**config.mk**
```make
export PLATFORM = sky130hd
export DESIGN_NAME = async_tx_buffered
export DESIGN_NICKNAME = d
export VERILOG_FILES = /design/src/rtl/async_tx_buffered.sv
export SDC_FILE = /design/constraint.sdc
export NUM_CORES = 1
export LEC_CHECK = 0
export CORE_UTILIZATION = 60
export CTS_CLUSTER_DIAMETER = 120
export DETAILED_ROUTE_END_ITERATION = 8
export PLACE_DENSITY = 0.77
export SYNTH_ARGS = -nofsm -noshare
export SYNTH_HDL_FRONTEND = slang
export SYNTH_SLANG_ARGS = --single-unit
```
**constraint.sdc**
```tcl
create_clock -name clk -period 6.8 [get_ports clk]
set_clock_uncertainty 0.2 [all_clocks]
set_input_delay 1.7 -clock clk [delete_from_list [all_inputs] [get_ports clk]]
set_output_delay 1.7 -clock clk [all_outputs]
set_load 0.01 [all_outputs]
```
**src/rtl/async_tx_buffered.sv**
```systemverilog
// async_tx_buffered: 8N1 UART transmitter fed from an internal byte FIFO.
// Queued bytes leave back-to-back on txd at a fractional-accumulator baud rate.
module async_tx_buffered #(
    parameter int clk_freq   = 25000000,
    parameter int baud       = 115200,
    parameter int fifo_depth = 16
) (
    input  logic       clk,
    input  logic       rst_n,
    input  logic       txd_start,
    input  logic [7:0] txd_data,
    output logic       txd_full,
    output logic       txd_busy,
    output logic       txd_overflow,
    output logic       txd
);

    localparam int ptr_w     = $clog2(fifo_depth);
    localparam int cnt_w     = ptr_w + 1;
    localparam int acc_width = $clog2(clk_freq / baud) + 8;

    // Rounded baud * 2^acc_width / clk_freq, computed as floor((2x + d) / 2d).
    localparam longint inc_calc =
        ((longint'(baud) << (acc_width + 1)) + longint'(clk_freq)) / (2 * longint'(clk_freq));

    typedef logic [acc_width:0] acc_t;
    localparam acc_t inc = acc_t'(inc_calc);

    typedef enum logic [1:0] {
        IDLE,
        START,
        DATA,
        STOP
    } state_t;

    logic [7:0]       mem [fifo_depth];
    logic [ptr_w-1:0] wr_ptr;
    logic [ptr_w-1:0] rd_ptr;
    logic [cnt_w-1:0] count;
    logic             fifo_empty;
    logic             push;
    logic             pop;

    state_t           state;
    acc_t             acc;
    logic             tick;
    logic [7:0]       shreg;
    logic [2:0]       bit_idx;

    assign fifo_empty = (count == '0);
    assign txd_full   = (count == cnt_w'(fifo_depth));
    assign txd_busy   = (state != IDLE) || !fifo_empty;
    assign push       = txd_start && !txd_full;
    assign tick       = acc[acc_width];

    // The head is popped either to leave IDLE or straight out of STOP for gapless frames.
    assign pop = !fifo_empty && ((state == IDLE) || ((state == STOP) && tick));

    always_ff @(posedge clk) begin
        if (push) begin
            mem[wr_ptr] <= txd_data;
        end
    end

    always_ff @(posedge clk) begin
        if (!rst_n) begin
            wr_ptr       <= '0;
            rd_ptr       <= '0;
            count        <= '0;
            txd_overflow <= 1'b0;
        end else begin
            txd_overflow <= txd_start && txd_full;
            if (push) begin
                wr_ptr <= wr_ptr + 1'b1;
            end
            if (pop) begin
                rd_ptr <= rd_ptr + 1'b1;
            end
            if (push && !pop) begin
                count <= count + 1'b1;
            end else if (pop && !push) begin
                count <= count - 1'b1;
            end
        end
    end

    // Accumulator is parked at inc in IDLE so the first tick lands one bit period after START.
    always_ff @(posedge clk) begin
        if (!rst_n) begin
            state   <= IDLE;
            acc     <= inc;
            shreg   <= '0;
            bit_idx <= '0;
            txd     <= 1'b1;
        end else begin
            if (state == IDLE) begin
                acc <= inc;
            end else begin
                acc <= {1'b0, acc[acc_width-1:0]} + inc;
            end

            case (state)
                IDLE: begin
                    if (pop) begin
                        shreg <= mem[rd_ptr];
                        txd   <= 1'b0;
                        state <= START;
                    end
                end
                START: begin
                    if (tick) begin
                        state   <= DATA;
                        bit_idx <= '0;
                        txd     <= shreg[0];
                    end
                end
                DATA: begin
                    if (tick) begin
                        shreg <= {1'b0, shreg[7:1]};
                        if (bit_idx == 3'd7) begin
                            state <= STOP;
                            txd   <= 1'b1;
                        end else begin
                            bit_idx <= bit_idx + 1'b1;
                            txd     <= shreg[1];
                        end
                    end
                end
                STOP: begin
                    if (tick) begin
                        if (pop) begin
                            shreg <= mem[rd_ptr];
                            txd   <= 1'b0;
                            state <= START;
                        end else begin
                            state <= IDLE;
                        end
                    end
                end
                default: begin
                    state <= IDLE;
                    txd   <= 1'b1;
                end
            endcase
        end
    end

endmodule

```
==> flow_summary.ini, run 1 <==
[yosys]
synthMuxAreaShare = 0.131
ys_seq_area_frac = 0.655
ys_seq_elements = 176
synth_top_family_by_area = multiplexers
synth_nets = 511
synth_edf_count = 128
synth_warnings = 0
synthAdderAreaFrac = 0.0317
synth-xor-area-share = 0.0215
syn_area_sq_mm = 0.00733
synth-simple-area-share = 0.0780
synth-async-reset-ratio = 0
synth_cells = 482
ys.flop_type = edfxtp_1
synth_area_per_cell_sq_um = 15.2
synth_cell_types = 53
synth_compound_gate_area_share = 0.0614

[cts]
cts_tree = done
hold_buffers = 0
numCtsBuffers = 17
clk_pin_slew_ns = 0.06
cts_sinks = 176
post_cts_resized = 0
clk_latency_ns = 0.42
cts-root-buf = clkbuf_16
h-tree-depth = 4
cts_max_path_buffers = 2
postCtsSetupRepairBufs = 0

[worst_setup_path]
crit_arrival_ns = 4.28
path_class = primary input to flop
worstSetupEndpointType = flop
cpPeakStageDelay_ns = 0.48
cpMaxStageDelayCell = clkdlybuf4s50_1
cp_common_cell = a21oi_1
startpoint_type = primary input
cp_cell_sequence = clkdlybuf4s50_1 -> a21boi_2 -> ha_1 -> inv_1 -> fa_1 -> a21o_1 -> a21oi_1 -> xnor2_1 -> or3_1 -> a21oi_1
critPathMaxFanout = 9
required_ns = 6.94

[flow_run]
maxCapViolations = 0

[detailed_routing]
drtIter0Drc = 358
wl_per_cell_um = 20.8
drcViolationCount = 0
firstDrtPassIters = 5
drt.antenna.violating_nets = 0
wl_um = 13800
vias_per_cell = 6.18
via_count = 4089

[sta]
clock.fmax_mhz = 242
worstMarginPinSlew_ns = 1.25
timing.slew.headroom = 0.162
min_period_ns = 4.14
fin_crit_sh = 0.609
rsz0062_at_grt = false
hold_violations = 0
maxSlewViolCount = 0
setup_viol = 0
fin_setup_tns_ns = 0

[floorplanning]
die_w_um = 113
rows = 40
dieArea_sq_mm = 0.0127
initial_core_util = 0.613
ios = 15
coreArea_sq_mm = 0.0120
die_height_um = 113

[cells_and_area]
final_layout_size_suffix_gt1_frac = 0.138
final_cell_mix = edfxtp_1, nor2_1, dfxtp_1, nand2_1, mux4_2
final_net_count = 531
final_area_sq_mm = 0.00816
utilization = 0.682
syn2layout_area_growth_pct = 11.3
insertedDiodeCount = 0
layout_commonest_cell = edfxtp_1

[placed_design]
placed_area_sq_mm = 0.00759
dp_hpwl_um = 8890
gp_congestion = 0.784
io_buffers = 14

[global_route]
grt_use_total = 0.240
grt_overflow = 0
grt_max_degree = 30
grt_pass1_wl_um = 22000
grt_pass1_vias = 4115
antenna_found_initial = 1

[power]
p_leak_uw = 0.00277
ir_drop_mv = 0.226
power_uw = 3000
power.density_mw_per_mm2 = 368

[run_status]
status = completed

[min_path]
min_path_type = flop to flop
[per-stage QoR]
step,std cells,worst slack [ns],hold WS (ns)
finish,662,2.66,0.218
detailed placement,630,2.27,0.205
CTS,662,2.71,0.219
global route,662,2.52,0.244
floorplan,482,3.01,0.184
global placement,630,2.31,0.196
[cell type report]
class,instances,area [sq um]
multi-input cells,274,2370
repair buffers,18,170
inverters,15,56.3
clock buffers,22,464
fillers,779,3800
clock inverters,10,104
well taps,147,184
flip-flops and latches,176,4810
[power by group]
group	internal, uW	switching (uW)	leakage (uW)
clock	528	392	0.000275
sequential	1240	87.6	0.00155
combinational	339	411	0.000950
[metal layers]
metal  vias to the layer above  part of all wire  GRT usage
met4                         0             0.024      0.115
li1                       1885                 -          -
met1                      2059              0.42      0.315
met3                        23             0.051     0.0556
met5                         -                 0          0
met2                       122              0.50      0.385
[flip-flops by register name (all words and copies together) (netlist names), named ones only]
name	cells
mem	128
acc	16
shreg	8
count	5
rd_ptr	4
wr_ptr	4
bit_idx	3
state	2
txd	1
txd_overflow	1
[critical path, delay by kind of cell]
family,cells,cell delay (ns)
buffers and inverters,2,0.58
adder cells (fa/ha/maj),2,0.68
AO/OA/AOI/OAI,4,0.93
AND/OR/NAND/NOR,1,0.30
XOR/XNOR,1,0.09
[cell usage after synthesis (3+ instances only)]
cell	n	area share
o22ai_1	5	0.0043
mux4_1	6	0.022
a21oi_1	12	0.0082
mux2i_1	14	0.019
nor2_1	49	0.025
buf_2	4	0.0027
and3_1	7	0.0060
a211o_1	3	0.0036
inv_1	15	0.0077
a221o_1	4	0.0055
xnor2_1	7	0.0084
xor2_1	11	0.013
mux2_2	3	0.0046
nand2_1	38	0.019
buf_6	3	0.0046
nor3_1	6	0.0041
mux4_2	28	0.086
o21ai_0	14	0.0096
ha_1	17	0.029
clkbuf_1	9	0.0046
a22oi_1	3	0.0031
dfxtp_1	48	0.13
or3_1	4	0.0034
edfxtp_1	128	0.52
nand2b_1	5	0.0043
a21o_1	3	0.0031
[worst paths after layout]
| check | start | endpoint | slack [ns] | cells after the start |
|---|---|---|---|---|
| worst max-delay path | txd_start | count[4] | 2.66 | 10 |
| worst min-delay path | acc[1] | acc[1] | 0.22 | 1 |
| worst min register to register | acc[1] | acc[1] | 0.22 | 1 |
| worst max register to register | state[0] | count[4] | 3.45 | 12 |
[cell families (layout without fill, tap and decap cells)]
group	count (synthesis)	after routing
flops	176	176
buf+inv	32	65
mux	51	51
fa+ha+maj	18	18
compound gates	63	63
xor+xnor	18	18
simple gates	124	124
(Power assumes the default switching activity.)
==> run 2: changes to the inputs <==
--- a/config.mk
+++ b/config.mk
@@ -5,10 +5,10 @@
 export SDC_FILE = /design/constraint.sdc
 export NUM_CORES = 1
 export LEC_CHECK = 0
-export CORE_UTILIZATION = 60
+export CORE_UTILIZATION = 56
 export CTS_CLUSTER_DIAMETER = 120
 export DETAILED_ROUTE_END_ITERATION = 8
-export PLACE_DENSITY = 0.77
+export PLACE_DENSITY = 0.76
 export SYNTH_ARGS = -nofsm -noshare
 export SYNTH_HDL_FRONTEND = slang
 export SYNTH_SLANG_ARGS = --single-unit
==> constraint.sdc (replaced) <==
create_clock -name clk -period 3.5 [get_ports clk]
set_clock_uncertainty 0.2 [all_clocks]
set_input_delay 0.875 -clock clk [delete_from_list [all_inputs] [get_ports clk]]
set_output_delay 0.875 -clock clk [all_outputs]
set_load 0.01 [all_outputs]
==> run 2 against run 1 <==
Compared with the run above:
- global-route usage is 0.98 points lower
- highest routed layer unchanged
- die area rose by 7.0%
- largest power group unchanged
- routed wire length fell by 1.1%
- final cell count up 6.8%
- register-to-register slack lost 3.0 ns
- setup slack worse by 2.4 ns
==> flow_summary.ini, run 2 (synthesis results as in run 1) <==
[global_route]
grt_pass1_wl_um = 22100
grt_overflow = 0
grt_max_degree = 21
grt_pass1_vias = 4298
grt_use_total = 0.231
antenna_found_initial = 0

[worst_setup_path]
path_class = flop to primary output
crit_arrival_ns = 2.17
required_ns = 2.42
worstSetupEndpointType = primary output
ff2ff_setup_slack_ns = 0.50
startpoint_type = flop
critPathMaxFanout = 5

[detailed_routing]
wl_per_cell_um = 19.3
drt.antenna.violating_nets = 0
via_count = 4068
wl_met1_um = 5440
firstDrtPassIters = 4
vias_per_cell = 5.75
wl_met3_um = 775
wl_um = 13600
met2_wirelength_um = 7260
top_layer_used = met4
drtIter0Drc = 254
drcViolationCount = 0

[cells_and_area]
layout_commonest_cell = edfxtp_1
regArea_sq_mm = 0.00481
final_net_count = 552
syn2layout_area_growth_pct = 14.0
final_area_sq_mm = 0.00836
largest_reg_flops = 128
insertedDiodeCount = 0
final_layout_size_suffix_gt1_frac = 0.172
fillers = 870
multi_input_comb_area_sq_mm = 0.00237
largestRegisters = mem x128, acc x16, shreg x8
regMostFlops = mem
final_cell_mix = edfxtp_1, nor2_1, dfxtp_1, nand2_1, mux4_2

[sta]
fin_setup_tns_ns = 0
timing.hold.ws_ns = 0.221
clock.fmax_mhz = 308
timing.slew.headroom = 0.555
worstMarginPinSlew_ns = 0.666
min_period_ns = 3.24
hold_violations = 0
rsz0062_at_grt = false
fin_crit_sh = 0.926
maxSlewViolCount = 0
setup_viol = 0

[power]
pwr-share-clk = 0.309
intPower_uw = 4150
ir_drop_mv = 0.695
p_leak_uw = 0.00289
swShare = 0.295
seqPwrFrac = 0.440
switching_power_uw = 1730
power.density_mw_per_mm2 = 704
p_comb_frac = 0.251

[floorplanning]
die_height_um = 116
ios = 15
rows = 41
die_w_um = 116
initial_core_util = 0.579
dieArea_sq_mm = 0.0136
coreArea_sq_mm = 0.0127

[run_status]
status = completed

[cts]
clk_latency_ns = 0.42
post_cts_resized = 0
hold_buffers = 0
h-tree-depth = 4
cts-root-buf = clkbuf_16
numCtsBuffers = 17
postCtsSetupRepairBufs = 0
cts_sinks = 176
cts_max_path_buffers = 2
clk_pin_slew_ns = 0.06
cts_tree = done

[placed_design]
io_buffers = 14
placed_area_sq_mm = 0.00779
dp_hpwl_um = 9060
gp_congestion = 0.766

[min_path]
min_path_type = flop to flop

[flow_run]
maxCapViolations = 0
[run 2: changes by cell type in the layout (fill, tap and decap cells not counted), moves of 2 or more]
cell | previous run | this run
clkinv_4 | 5 | 2
clkbuf_8 | 2 | 0
clkinv_2 | 1 | 3
buf_4 | 4 | 24
[run 2: cell type report]
class,count,share of cell area
sequential,176,0.575
timing repair buffer,39,0.0407
clock inverter,12,0.0160
multi-input combinational,274,0.284
inverter,15,0.00674
tap,172,0.0257
clock buffer,19,0.0518
[run 2: power groups by stage]
| stage | clock, uW | sequential, uW | combinational, uW |
|---|---|---|---|
| 2_1_floorplan | 0 | 2560 | 1140 |
| 3_3_place_gp | 0 | 2620 | 1400 |
| 3_5_place_dp | 0 | 2630 | 1460 |
| 4_1_cts | 1840 | 2590 | 1480 |
| 5_1_grt | 1920 | 2620 | 1640 |
| 6_report | 1820 | 2590 | 1470 |
[run 2: routing by layer]
layer  track usage  vias up
li1              -     1928
met1         0.266     2028
met2         0.402       97
met3        0.0649       15
met4         0.103        0
met5             0        -
[run 2: critical path, cell delays in order (launching register included)]
cell and delay [ns]:
dfxtp_1 0.40, or4_1 0.62, nor2_1 0.17, clkdlybuf4s50_1 0.56
[run 2: path summary, 6_finish.rpt]
check,endpoint,from,depth (start not counted)
setup / recovery,txd_full,count[0],3
hold / removal,acc[1],acc[1],1
setup reg to reg,count[4],count[0],11
hold reg to reg,acc[1],acc[1],1
[run 2: per-stage QoR]
stage	util	setup slack [ns]	total power (uW)	instances
detailed placement	0.615	0.115	4090	676
finish	0.660	0.258	5880	707
global placement	0.615	0.170	4020	676
global route	0.660	0.151	6180	707
CTS	0.660	0.240	5910	707
floorplan	-	0.531	3700	482
==> run 3: changes to the inputs <==
--- a/config.mk
+++ b/config.mk
@@ -5,6 +5,7 @@
 export SDC_FILE = /design/constraint.sdc
 export NUM_CORES = 1
 export LEC_CHECK = 0
+export CORE_MARGIN = 3
 export CORE_UTILIZATION = 56
 export CTS_CLUSTER_DIAMETER = 120
 export DETAILED_ROUTE_END_ITERATION = 8
==> run 3 against run 2 <==
Compared with the run above:
- sequential power hardly changed
- clock-buffer cell count is 2 lower
- clock power is 3% higher
- largest power group unchanged
- die area is 7.0% higher
- via count is 2.2% higher
- critical path type unchanged
- power is 0.95% higher
- sequential share of layout area is 0.094 points lower
- hold slack better by 0.00062 ns
- setup slack worse by 0.014 ns
- non-clock buffer count stayed put
- core utilization is 0.16 points lower
==> flow_summary.ini, run 3 (synthesis results as in run 1) <==
[run_status]
status = completed

[cells_and_area]
final_net_count = 552
final_layout_size_suffix_gt1_frac = 0.177
insertedDiodeCount = 0
layout_commonest_cell = edfxtp_1
utilization = 0.658
fillers = 896
largest_reg_flops = 128
syn2layout_area_growth_pct = 14.2
regMostFlops = mem
final_cell_mix = edfxtp_1, nor2_1, dfxtp_1, nand2_1, mux4_2
largestRegisters = mem x128, acc x16, shreg x8
final_cells = 708

[floorplanning]
die_height_um = 120
rows = 41
initial_core_util = 0.576
dieArea_sq_mm = 0.0145
ios = 15
die_w_um = 120
coreArea_sq_mm = 0.0127

[cts]
postCtsSetupRepairBufs = 0
h-tree-depth = 4
cts-root-buf = clkbuf_16
numCtsBuffers = 17
clk_latency_ns = 0.43
post_cts_resized = 0
hold_buffers = 0
cts_max_path_buffers = 2
cts_tree = done
cts_sinks = 176
clk_pin_slew_ns = 0.07

[placed_design]
gp_congestion = 0.746
dpl_worst_slack_ns = 0.0569
io_buffers = 14
dp_hpwl_um = 9330
dp.cells = 676

[worst_setup_path]
worstPathBufferInverterCount = 1
crit_arrival_ns = 2.18
cpPeakStageDelay_ns = 0.61
worstSetupEndpointType = primary output
critPathTopFamily = simple AND/OR/NAND/NOR gates
path_class = flop to primary output
startpoint_type = flop
cpMaxStageDelayCell = or4_1
worstReg2RegStart = count[0]
critPathMaxFanout = 5
cp_cell_sequence = or4_1 -> nor2_1 -> nand2_1 -> clkdlybuf4s50_1
crit_path_start = count[0]
required_ns = 2.42

[global_route]
grt_overflow = 0
grt_pass1_wl_um = 22600
antenna_found_initial = 0
grt_use_total = 0.209
grt_pass1_vias = 4202
grt_max_degree = 21

[sta]
maxSlewViolCount = 0
clock.fmax_mhz = 307
layout_setup_ws_ns = 0.244
fin_setup_tns_ns = 0
timing.hold.ws_ns = 0.221
hold_violations = 0
fin_crit_sh = 0.930
setup_viol = 0
timing.slew.headroom = 0.493
worstMarginPinSlew_ns = 0.760
rsz0062_at_grt = false
min_period_ns = 3.26

[flow_run]
maxCapViolations = 0

[power]
p_leak_uw = 0.00289
ir_drop_mv = 0.512
power.density_mw_per_mm2 = 709

[detailed_routing]
wl_per_cell_um = 20.1
wl_um = 14200
drt.antenna.violating_nets = 0
drtIter0Drc = 360
via_count = 4157
firstDrtPassIters = 5
drcViolationCount = 0
vias_per_cell = 5.87

[min_path]
min_path_type = flop to flop
hp-start = acc[1]
run 3: cell count changes in the layout (fill, tap and decap cells not counted):
cell,previous run,this run
inv_8,0,5
clkinv_2,3,0
clkbuf_1,2,0
clkinvlp_4,2,4
buf_12,1,0
buf_4,24,25
bufinv_16,2,1
clkinv_8,0,1
inv_6,3,2
run 3: per-layer routing:
metal / wire length [um] / global-route usage / vias to the layer above
li1: - / - / 1925
met1: 6060 / 0.271 / 2136
met2: 7500 / 0.353 / 78
met3: 507 / 0.0496 / 18
met4: 154 / 0.0630 / 0
met5: 0 / 0 / -
run 3: final timing paths:
check	slack [ns]	cells after the start	to
worst max-delay path	0.24	4	txd_busy
worst min-delay path	0.22	1	acc[1]
worst max register to register	0.49	11	count[4]
worst min register to register	0.22	1	acc[1]
run 3: where the power goes:
group          switching [uW]  internal, uW  total, uW
clock                     859          1020       1870
sequential                183          2410       2590
combinational             787           684       1470
run 3: layout make-up:
class / count / area [sq um] / area share
Multi-Input combinational cell: 274 / 2370 / 0.284
Sequential cell: 176 / 4810 / 0.574
Clock buffer: 17 / 425 / 0.0508
Inverter: 15 / 56.3 / 0.00672
Timing Repair Buffer: 39 / 328 / 0.0392
Tap cell: 172 / 215 / 0.0257
Clock inverter: 15 / 168 / 0.0200
run 3: per-stage QoR:
stage / cell area (sq um) / power (uW)
2_1_floorplan: 7330 / 3700
3_3_place_gp: 7780 / 4020
3_5_place_dp: 7780 / 4090
4_1_cts: 8370 / 5970
5_1_grt: 8370 / 6240
6_report: 8370 / 5940
